===== src/rtl/smi_initiator.sv =====
// SMI bus initiator emulating the Raspberry Pi SMI master. Each 32-bit word is
// carried as four byte cycles (setup / strobe / hold) on SWE (write) or SOE (read).
module smi_initiator #(
  parameter int unsigned P_SETUP   = 2,
  parameter int unsigned P_STROBE  = 4,
  parameter int unsigned P_HOLD    = 2,
  parameter logic [2:0]  P_ADDR_WR = 3'b001,
  parameter logic [2:0]  P_ADDR_RD = 3'b101
) (
  input  logic        i_sys_clk,
  input  logic        swe_and_reset,
  input  logic        i_tx_valid,
  input  logic [31:0] i_tx_data,
  output logic        o_tx_ready,
  input  logic        i_rd_req,
  output logic        o_rx_valid,
  output logic [31:0] o_rx_data,
  output logic [2:0]  o_smi_a,
  output logic        o_smi_soe_se,
  output logic        o_smi_swe_srw,
  output logic [7:0]  o_smi_data_out,
  output logic        o_smi_data_oe,
  input  logic [7:0]  i_smi_data_in,
  output logic        o_busy
);

  localparam int unsigned C_MAX_SS = (P_SETUP > P_STROBE) ? P_SETUP : P_STROBE;
  localparam int unsigned C_MAX    = (C_MAX_SS > P_HOLD) ? C_MAX_SS : P_HOLD;
  localparam int unsigned C_CW     = $clog2(C_MAX) + 1;

  localparam logic C_DIR_WR = 1'b0;
  localparam logic C_DIR_RD = 1'b1;

  typedef enum logic [1:0] {
    S_IDLE   = 2'd0,
    S_SETUP  = 2'd1,
    S_STROBE = 2'd2,
    S_HOLD   = 2'd3
  } state_t;

  state_t          r_state;
  state_t          w_state_next;
  logic [C_CW-1:0] r_phase;
  logic [C_CW-1:0] w_phase_len_m1;
  logic            w_phase_last;
  logic [1:0]      r_idx;
  logic            r_dir;
  logic [31:0]     r_tx_word;
  logic [31:0]     r_rx_shift;
  logic [31:0]     r_rx_data;
  logic            r_rx_valid;
  logic            r_tx_ready;
  logic            w_accept_wr;
  logic            w_accept_rd;
  logic [7:0]      w_tx_byte;

  always_comb begin
    case (r_state)
      S_SETUP:  w_phase_len_m1 = C_CW'(P_SETUP - 1);
      S_STROBE: w_phase_len_m1 = C_CW'(P_STROBE - 1);
      S_HOLD:   w_phase_len_m1 = C_CW'(P_HOLD - 1);
      default:  w_phase_len_m1 = '0;
    endcase
  end

  assign w_phase_last = (r_phase == w_phase_len_m1);

  // r_tx_ready is low for the first cycle after reset, so nothing is accepted until it rises.
  assign w_accept_wr = (r_state == S_IDLE) && r_tx_ready && i_tx_valid;
  assign w_accept_rd = (r_state == S_IDLE) && r_tx_ready && !i_tx_valid && i_rd_req;

  always_ff @(posedge i_sys_clk or negedge swe_and_reset) begin
    if (!swe_and_reset) begin
      r_state <= S_IDLE;
    end else begin
      r_state <= w_state_next;
    end
  end

  always_comb begin
    w_state_next = r_state;
    case (r_state)
      S_IDLE: begin
        if (w_accept_wr || w_accept_rd) begin
          w_state_next = S_SETUP;
        end
      end
      S_SETUP: begin
        if (w_phase_last) begin
          w_state_next = S_STROBE;
        end
      end
      S_STROBE: begin
        if (w_phase_last) begin
          w_state_next = S_HOLD;
        end
      end
      S_HOLD: begin
        if (w_phase_last) begin
          w_state_next = (r_idx == 2'd3) ? S_IDLE : S_SETUP;
        end
      end
      default: w_state_next = S_IDLE;
    endcase
  end

  always_ff @(posedge i_sys_clk or negedge swe_and_reset) begin
    if (!swe_and_reset) begin
      r_phase    <= '0;
      r_idx      <= 2'd0;
      r_dir      <= C_DIR_WR;
      r_tx_word  <= 32'h0;
      r_rx_shift <= 32'h0;
      r_rx_data  <= 32'h0;
      r_rx_valid <= 1'b0;
      r_tx_ready <= 1'b0;
    end else begin
      if ((w_state_next != r_state) || (r_state == S_IDLE)) begin
        r_phase <= '0;
      end else begin
        r_phase <= r_phase + 1'b1;
      end

      r_tx_ready <= (w_state_next == S_IDLE);
      r_rx_valid <= 1'b0;

      if (w_accept_wr) begin
        r_tx_word <= i_tx_data;
        r_dir     <= C_DIR_WR;
        r_idx     <= 2'd0;
      end else if (w_accept_rd) begin
        r_dir     <= C_DIR_RD;
        r_idx     <= 2'd0;
      end

      // Read bytes arrive most-significant first.
      if ((r_state == S_STROBE) && w_phase_last && (r_dir == C_DIR_RD)) begin
        case (r_idx)
          2'd0:    r_rx_shift[31:24] <= i_smi_data_in;
          2'd1:    r_rx_shift[23:16] <= i_smi_data_in;
          2'd2:    r_rx_shift[15:8]  <= i_smi_data_in;
          default: r_rx_shift[7:0]   <= i_smi_data_in;
        endcase
      end

      if ((r_state == S_HOLD) && w_phase_last) begin
        if (r_idx == 2'd3) begin
          if (r_dir == C_DIR_RD) begin
            r_rx_valid <= 1'b1;
            r_rx_data  <= r_rx_shift;
          end
        end else begin
          r_idx <= r_idx + 2'd1;
        end
      end
    end
  end

  // Write lane order undoes the responder's {b2,b3,b0,b1} packing.
  always_comb begin
    case (r_idx)
      2'd0:    w_tx_byte = r_tx_word[23:16];
      2'd1:    w_tx_byte = r_tx_word[31:24];
      2'd2:    w_tx_byte = r_tx_word[7:0];
      default: w_tx_byte = r_tx_word[15:8];
    endcase
  end

  always_comb begin
    o_smi_a        = 3'b000;
    o_smi_data_oe  = 1'b0;
    o_smi_data_out = 8'h00;
    o_smi_soe_se   = 1'b1;
    o_smi_swe_srw  = 1'b1;
    o_busy         = (r_state != S_IDLE);
    if (r_state != S_IDLE) begin
      o_smi_a = (r_dir == C_DIR_RD) ? P_ADDR_RD : P_ADDR_WR;
      if (r_dir == C_DIR_WR) begin
        o_smi_data_oe  = 1'b1;
        o_smi_data_out = w_tx_byte;
      end
      if (r_state == S_STROBE) begin
        if (r_dir == C_DIR_RD) begin
          o_smi_soe_se = 1'b0;
        end else begin
          o_smi_swe_srw = 1'b0;
        end
      end
    end
  end

  assign o_tx_ready = r_tx_ready;
  assign o_rx_valid = r_rx_valid;
  assign o_rx_data  = r_rx_data;

endmodule


===== config.mk =====
export PLATFORM = sky130hd
export DESIGN_NAME = smi_initiator
export DESIGN_NICKNAME = d
export VERILOG_FILES = /design/src/rtl/smi_initiator.sv
export SDC_FILE = /design/constraint.sdc
export NUM_CORES = 1
export LEC_CHECK = 0
export CAP_MARGIN = 25
export CORE_MARGIN = 10
export CORE_UTILIZATION = 51
export DETAILED_ROUTE_END_ITERATION = 10
export PLACE_DENSITY = 0.83
export SLEW_MARGIN = 20
export SYNTH_ARGS = -nofsm -noshare
export SYNTH_HDL_FRONTEND = slang
export SYNTH_SLANG_ARGS = --single-unit

===== constraint.sdc =====
create_clock -name i_sys_clk -period 2.25 [get_ports i_sys_clk]
set_clock_uncertainty 0.05 [all_clocks]
set_input_delay 0.225 -clock i_sys_clk [delete_from_list [all_inputs] [get_ports i_sys_clk]]
set_output_delay 0.225 -clock i_sys_clk [all_outputs]
set_load 0.005 [all_outputs]

==> flow_summary.ini, run 1 <==
[run_status]
outcome = finished clean

[clocking]
clock_path_buffers = 2
cts_root_buf = clkbuf_8
cts_buffers = 9
cts.clk_slew.worst_paths_ps = 110
cts_num_sinks = 106
cts_tree = built
clk_latency_ps = 360
cts_max_level = 3

[power_and_ir_drop]
power.total_uw = 6319
p_int_uw = 4407
pwr_density_cell_nw_per_um2 = 1073
power.switching_fraction = 0.3026
pwr-share-clk = 0.188
switchingPower_uw = 1912
pwr-share-comb = 0.360
power.leakage_uw = 0.002680
vdd_drop_max_mv = 0.5330
pwr-share-seq = 0.452

[cells_and_area]
fill_cells = 638
multi_input_area_sq_um = 1826
syn_to_final_growth_pct = 27.62
n_antenna_cell = 0
seqCellArea_sq_um = 2655
fin_cells = 520
post-route-cell-area_sq_um = 5891
drive_gt1_frac = 0.3811
nNetsFinal = 456

[placed_design]
place_inst = 496
globalplace.congestion = 0.7916
dp_hpwl_um = 7097
portBuffers = 91
placedInstanceArea_sq_um = 5623

[sta]
rsz0062_at_grt = no
period_minus_slack_ps = 2133
finalSetupViolations = 0
setup_tns_ps = 0
clock.fmax_mhz = 468.8
final_max_slew_viol_count = 0
tightest_slew_ps = 663.7
timing.final.crit_share = 0.9481
slew_headroom = 0.5575
hold_viol = 0

[critical_path]
rr_worst_depth = 6
ff2ff_setup_slack_ps = 250
cp.arrival_ps = 1860
r2r-start = r_state[1]
worst_ep_required_time_ps = 1980
start_kind = register
reg2reg_to = r_tx_word[5]
cp-end-kind = primary output
cp_max_fo = 4
crit_type = register to primary output

[detailed_routing]
firstDrtPassIters = 5
drc_errors = 0
first_iter_violations = 128
ant_nets = 0
finalWirelength_um = 9698
wl_per_cell_um = 18.65
post_drt_via_cell_ratio = 5.252
vias = 2731

[synth]
avgSynthCellArea_sq_um = 15.13
yosysWarnings = 0
synth-seq-area-share = 0.5747
synth_cell_types = 34
syn_nets = 354
synthCells = 305
synth.cell_area_sq_um = 4616
synth_seq_cells = 106

[die]
die_x_um = 115.1
io-pin-count = 93
coreArea_sq_um = 8763
die_h_um = 115.1
fp-row-count = 34
dieArea_sq_um = 13260
start_util = 0.5267

[global_route]
antenna_found_initial = 0
grt_pass1_wl_um = 16010
gr-total-overflow = 0
grt_pass1_vias = 3075
grt_max_degree = 53
grt_use_total = 0.1522

[min_path]
holdCritPathClass = input pin to async pin

[job]
drv_cap = 0
-- flip-flops by register name, indices dropped and copies added, names as in the netlist --
name	flops
r_dir	1
r_idx	2
o_tx_ready	1
o_rx_valid	1
r_tx_word	32
r_rx_shift	32
r_phase	3
r_state	2
o_rx_data	32
-- worst max-delay path: stages (launching register included) --
cell	delay, ps
dfrtp_1	430
ha_2	210
buf_4	150
a222oi_1	310
o21a_1	170
nor2_1	40
clkdlybuf4s15_1	210
-- cell families after synthesis --
| group | count (synthesis) | synth area share |
|---|---|---|
| flops | 106 | 0.5747 |
| mux | 97 | 0.2602 |
| simple gates | 44 | 0.06858 |
| compound gates | 26 | 0.04419 |
| buf+inv | 25 | 0.03605 |
| fa+ha+maj | 5 | 0.01355 |
| other cells | 1 | 0.0008124 |
| xor+xnor | 1 | 0.001898 |
-- power by group through the flow --
stage / clock network, uW / logic [uW] / registers, uW
after floorplan: 0 / 1350 / 2760
after global placement: 0 / 2120 / 2880
after detailed placement: 0 / 2190 / 2920
after CTS: 1220 / 2220 / 2880
after global routing: 1300 / 2510 / 2930
final: 1190 / 2270 / 2860
-- what timing repair did --
action,CTS,global route
buffers inserted,1,6
endpoints found under the setup margin,10,9
endpoints found under the hold margin,49,0
hold buffers,1,0
resized for setup,18,15
pin swaps,0,17
-- cells in the final DEF (no fill, tap or decap), drive strengths merged, types with 2 or more instances in the layout --
cell	n
dfrtp	106
mux2	97
clkdlybuf4s50	82
buf	19
clkbuf	15
nor2	11
nand2	10
inv	9
a222oi	8
o21a	8
nand3	5
ha	5
nor2b	4
a21oi	3
or2	2
nand2b	2
o21ai	2
or3b	2
nand3b	2
clkinv	2
clkdlybuf4s15	2
and3b	2
-- stage by stage --
| step | hold slack (ps) | worst slack (ps) | util |
|---|---|---|---|
| 6_report | 394.9 | 116.8 | 0.6722 |
| 5_1_grt | 387.0 | 9.906 | 0.6722 |
| 4_1_cts | 393.9 | 12.28 | 0.6693 |
| 3_5_place_dp | 249.3 | 72.91 | 0.6416 |
| 3_3_place_gp | 243.3 | 139.5 | 0.6416 |
| 2_1_floorplan | -120.6 | 604.4 | - |
-- Yosys cell counts --
cell | count | area share
nand3_1 | 1 | 0.0011
dfrtp_1 | 106 | 0.57
buf_4 | 7 | 0.011
nand2b_1 | 2 | 0.0027
buf_2 | 1 | 0.0011
and3b_1 | 2 | 0.0038
a31oi_1 | 1 | 0.0014
conb_1 | 1 | 0.00081
or3b_2 | 2 | 0.0038
inv_1 | 6 | 0.0049
mux2_2 | 68 | 0.17
nand3b_1 | 2 | 0.0033
nor3b_4 | 1 | 0.0041
ha_1 | 5 | 0.014
o21a_1 | 8 | 0.013
a221oi_1 | 1 | 0.0019
o21bai_1 | 1 | 0.0016
a2bb2oi_1 | 1 | 0.0019
a222oi_1 | 8 | 0.017
nor2b_1 | 4 | 0.0054
and4bb_4 | 1 | 0.0035
o21ai_0 | 2 | 0.0022
mux2_4 | 29 | 0.094
a21boi_0 | 1 | 0.0016
nand4_4 | 1 | 0.0046
clkbuf_1 | 5 | 0.0041
a21oi_1 | 3 | 0.0033
buf_6 | 6 | 0.015
and2_1 | 1 | 0.0014
nand3_4 | 4 | 0.015
nor2_1 | 11 | 0.0089
or2_2 | 2 | 0.0027
nand2_1 | 10 | 0.0081
xor2_1 | 1 | 0.0019
-- layer usage --
layer | track usage | vias up | wire [um]
li1 | - | 1282 | -
met1 | 0.1827 | 1368 | 4142
met2 | 0.2500 | 74 | 4827
met3 | 0.05677 | 7 | 656
met4 | 0.04455 | 0 | 73
met5 | 0 | - | 0
-- how the worst max path moves through the flow --
stage,start,to,slack (ps),cells after the start
final,r_idx[1],o_smi_data_out[2],120,6
after global placement,r_idx[0],o_smi_data_out[6],140,6
after CTS,r_idx[0],o_smi_data_out[5],10,7
after global routing,r_idx[1],o_smi_data_out[4],10,6
after floorplan,r_state[0],r_tx_word[10],600,6
after detailed placement,r_idx[1],o_smi_data_out[0],70,6
-- cell type report --
type,count,area share
multi-input combinational,174,0.3099
clock inverter,7,0.01296
clock buffer,9,0.02103
timing repair buffer,110,0.1786
sequential,106,0.4507
tap,108,0.02294
inverter,6,0.003823
(Power assumes the default switching activity.)
==> run 2: changes to the inputs <==
Settings changed: CORE_UTILIZATION 51 to 53, CTS_BUF_LIST set to sky130_fd_sc_hd__clkbuf_4 sky130_fd_sc_hd__clkbuf_8, PLACE_DENSITY 0.83 to 0.86.
==> run 2 against run 1 <==
  * First-iteration DRC count shrank 13%
  * Global-route usage grew 0.55 points
  * Via count grew 0.81%
  * Critical path depth shrank 3
  * Worst setup slack better by 2.8 ps
  * Count of clock-buffer cells in the layout is 1 higher
  * Sequential share of layout area up 0.22 points
  * Sequential power is essentially flat
  * Hold slack improved by 5.9 ps
==> flow_summary.ini, run 2 (synthesis gave the netlist of run 1 again) <==
[global_route]
grt_use_total = 0.1577
grt_pass1_wl_um = 16430
grt_pass1_vias = 3112
gr-total-overflow = 0
grt_max_degree = 57
antenna_found_initial = 0

[critical_path]
cp_max_fo = 9
worst_ep_required_time_ps = 1980
cp.arrival_ps = 1860
crit_chain = or2_2 > inv_1 > clkdlybuf4s50_1
critPathMaxStageDelay_ps = 520
critical_path_buf_inv_count = 2
cp_slowest_cell = clkdlybuf4s50_1
crit_type = register to primary output
cp-end-kind = primary output
ff2ff_setup_slack_ps = 250
start_kind = register
critPathTopFamily = buffers and inverters

[cells_and_area]
drive_gt1_frac = 0.3780
post-route-cell-area_sq_um = 5857
n_antenna_cell = 0
nNetsFinal = 454
fin_cells = 515
layout_common_cells = dfrtp_1, clkdlybuf4s50_1, mux2_2, mux2_4, buf_4
final_common_cell = dfrtp_1
syn_to_final_growth_pct = 26.89

[sta]
rsz0062_at_grt = no
slew_headroom = 0.5203
setup_tns_ps = 0
worst_slack_ps = 119.6
tightest_slew_ps = 719.5
finalSetupViolations = 0
timing.final.crit_share = 0.9468
period_minus_slack_ps = 2130
clock.fmax_mhz = 469.4
final_max_slew_viol_count = 0
hold_viol = 0

[clocking]
cts_max_level = 3
cts_root_buf = clkbuf_8
cts.clk_slew.worst_paths_ps = 100
cts_tree = built
clock_path_buffers = 2
cts_buffers = 9
clk_latency_ps = 360
cts_num_sinks = 106

[die]
start_util = 0.5534
die_x_um = 113.3
fp-row-count = 33
dieArea_sq_um = 12840
die_h_um = 113.3
coreArea_sq_um = 8341
io-pin-count = 93

[placed_design]
placedInstanceArea_sq_um = 5649
portBuffers = 91
globalplace.congestion = 0.7629
place_inst = 497
dp_hpwl_um = 7245
dp_slack_ps = 57.02

[power_and_ir_drop]
switchingPower_uw = 1883
pwr-share-clk = 0.192
pwr-share-comb = 0.353
pwr-share-seq = 0.454
pwr_density_cell_nw_per_um2 = 1065
p_int_uw = 4354
power.switching_fraction = 0.3019
power.leakage_uw = 0.002674
vdd_drop_max_mv = 0.6278

[job]
drv_cap = 0

[min_path]
holdCritPathClass = input pin to async pin

[detailed_routing]
finalWirelength_um = 9701
vias = 2753
post_drt_via_cell_ratio = 5.346
wl_per_cell_um = 18.84
first_iter_violations = 111
drc_errors = 0
ant_nets = 0
firstDrtPassIters = 4

[run_status]
outcome = finished clean
==> run 2: cell count changes in the layout (fill, tap and decap cells not counted), moves of 2 or more <==
cell / change
clkinv_4: +2
clkdlybuf4s15_1: -2
dfrtp_2: -2
ha_2: +2
dfrtp_1: +2
==> run 2: worst paths after layout <==
kind,depth (start not counted),from,to
hold reg to reg,1,r_rx_shift[14],o_rx_data[14]
max in group asynchronous,3,swe_and_reset,r_rx_shift[8]
setup / recovery,3,r_dir,o_smi_data_oe
min in group i_sys_clk,2,i_tx_data[8],r_tx_word[8]
hold / removal,2,swe_and_reset,o_rx_data[16]
setup reg to reg,6,r_idx[1],o_rx_data[10]
==> run 2: layout make-up <==
| class | count | area [sq um] |
|---|---|---|
| Sequential cell | 106 | 2653 |
| Fill cell | 581 | 2484 |
| Clock inverter | 6 | 72.57 |
| Timing Repair Buffer | 108 | 1023 |
| Tap cell | 105 | 131.4 |
| Multi-Input combinational cell | 174 | 1817 |
| Inverter | 6 | 22.52 |
| Clock buffer | 10 | 137.6 |
==> run 2: stage by stage <==
step | power, uW | utilization | hold WS, ps
floorplan | 4106 | - | -120.6
global placement | 5036 | 0.6773 | 267.7
detailed placement | 5154 | 0.6773 | 274.9
CTS | 6342 | 0.7051 | 404.7
global route | 6661 | 0.7022 | 396.3
finish | 6238 | 0.7022 | 400.7
==> run 2: routing by layer <==
metal,vias to the layer above,track usage,wire length [um]
met5,-,0,0
met2,83,0.2704,4984
li1,1275,-,-
met4,0,0.03384,59
met1,1391,0.1843,3995
met3,4,0.05811,662
==> run 2: repair_timing <==
| item | in CTS | in global routing |
|---|---|---|
| pin swaps | 5 | 8 |
| buffers inserted | 2 | 0 |
| endpoints found under the hold margin | 52 | 0 |
| resized for setup | 17 | 15 |
| endpoints found under the setup margin | 8 | 8 |
| hold buffers | 1 | 0 |
==> run 2: power groups by stage <==
stage / combinational (uW) / clock (uW) / sequential, uW
CTS: 2270 / 1240 / 2830
global route: 2440 / 1320 / 2900
global placement: 2210 / 0 / 2830
detailed placement: 2280 / 0 / 2870
finish: 2200 / 1200 / 2830
floorplan: 1350 / 0 / 2760
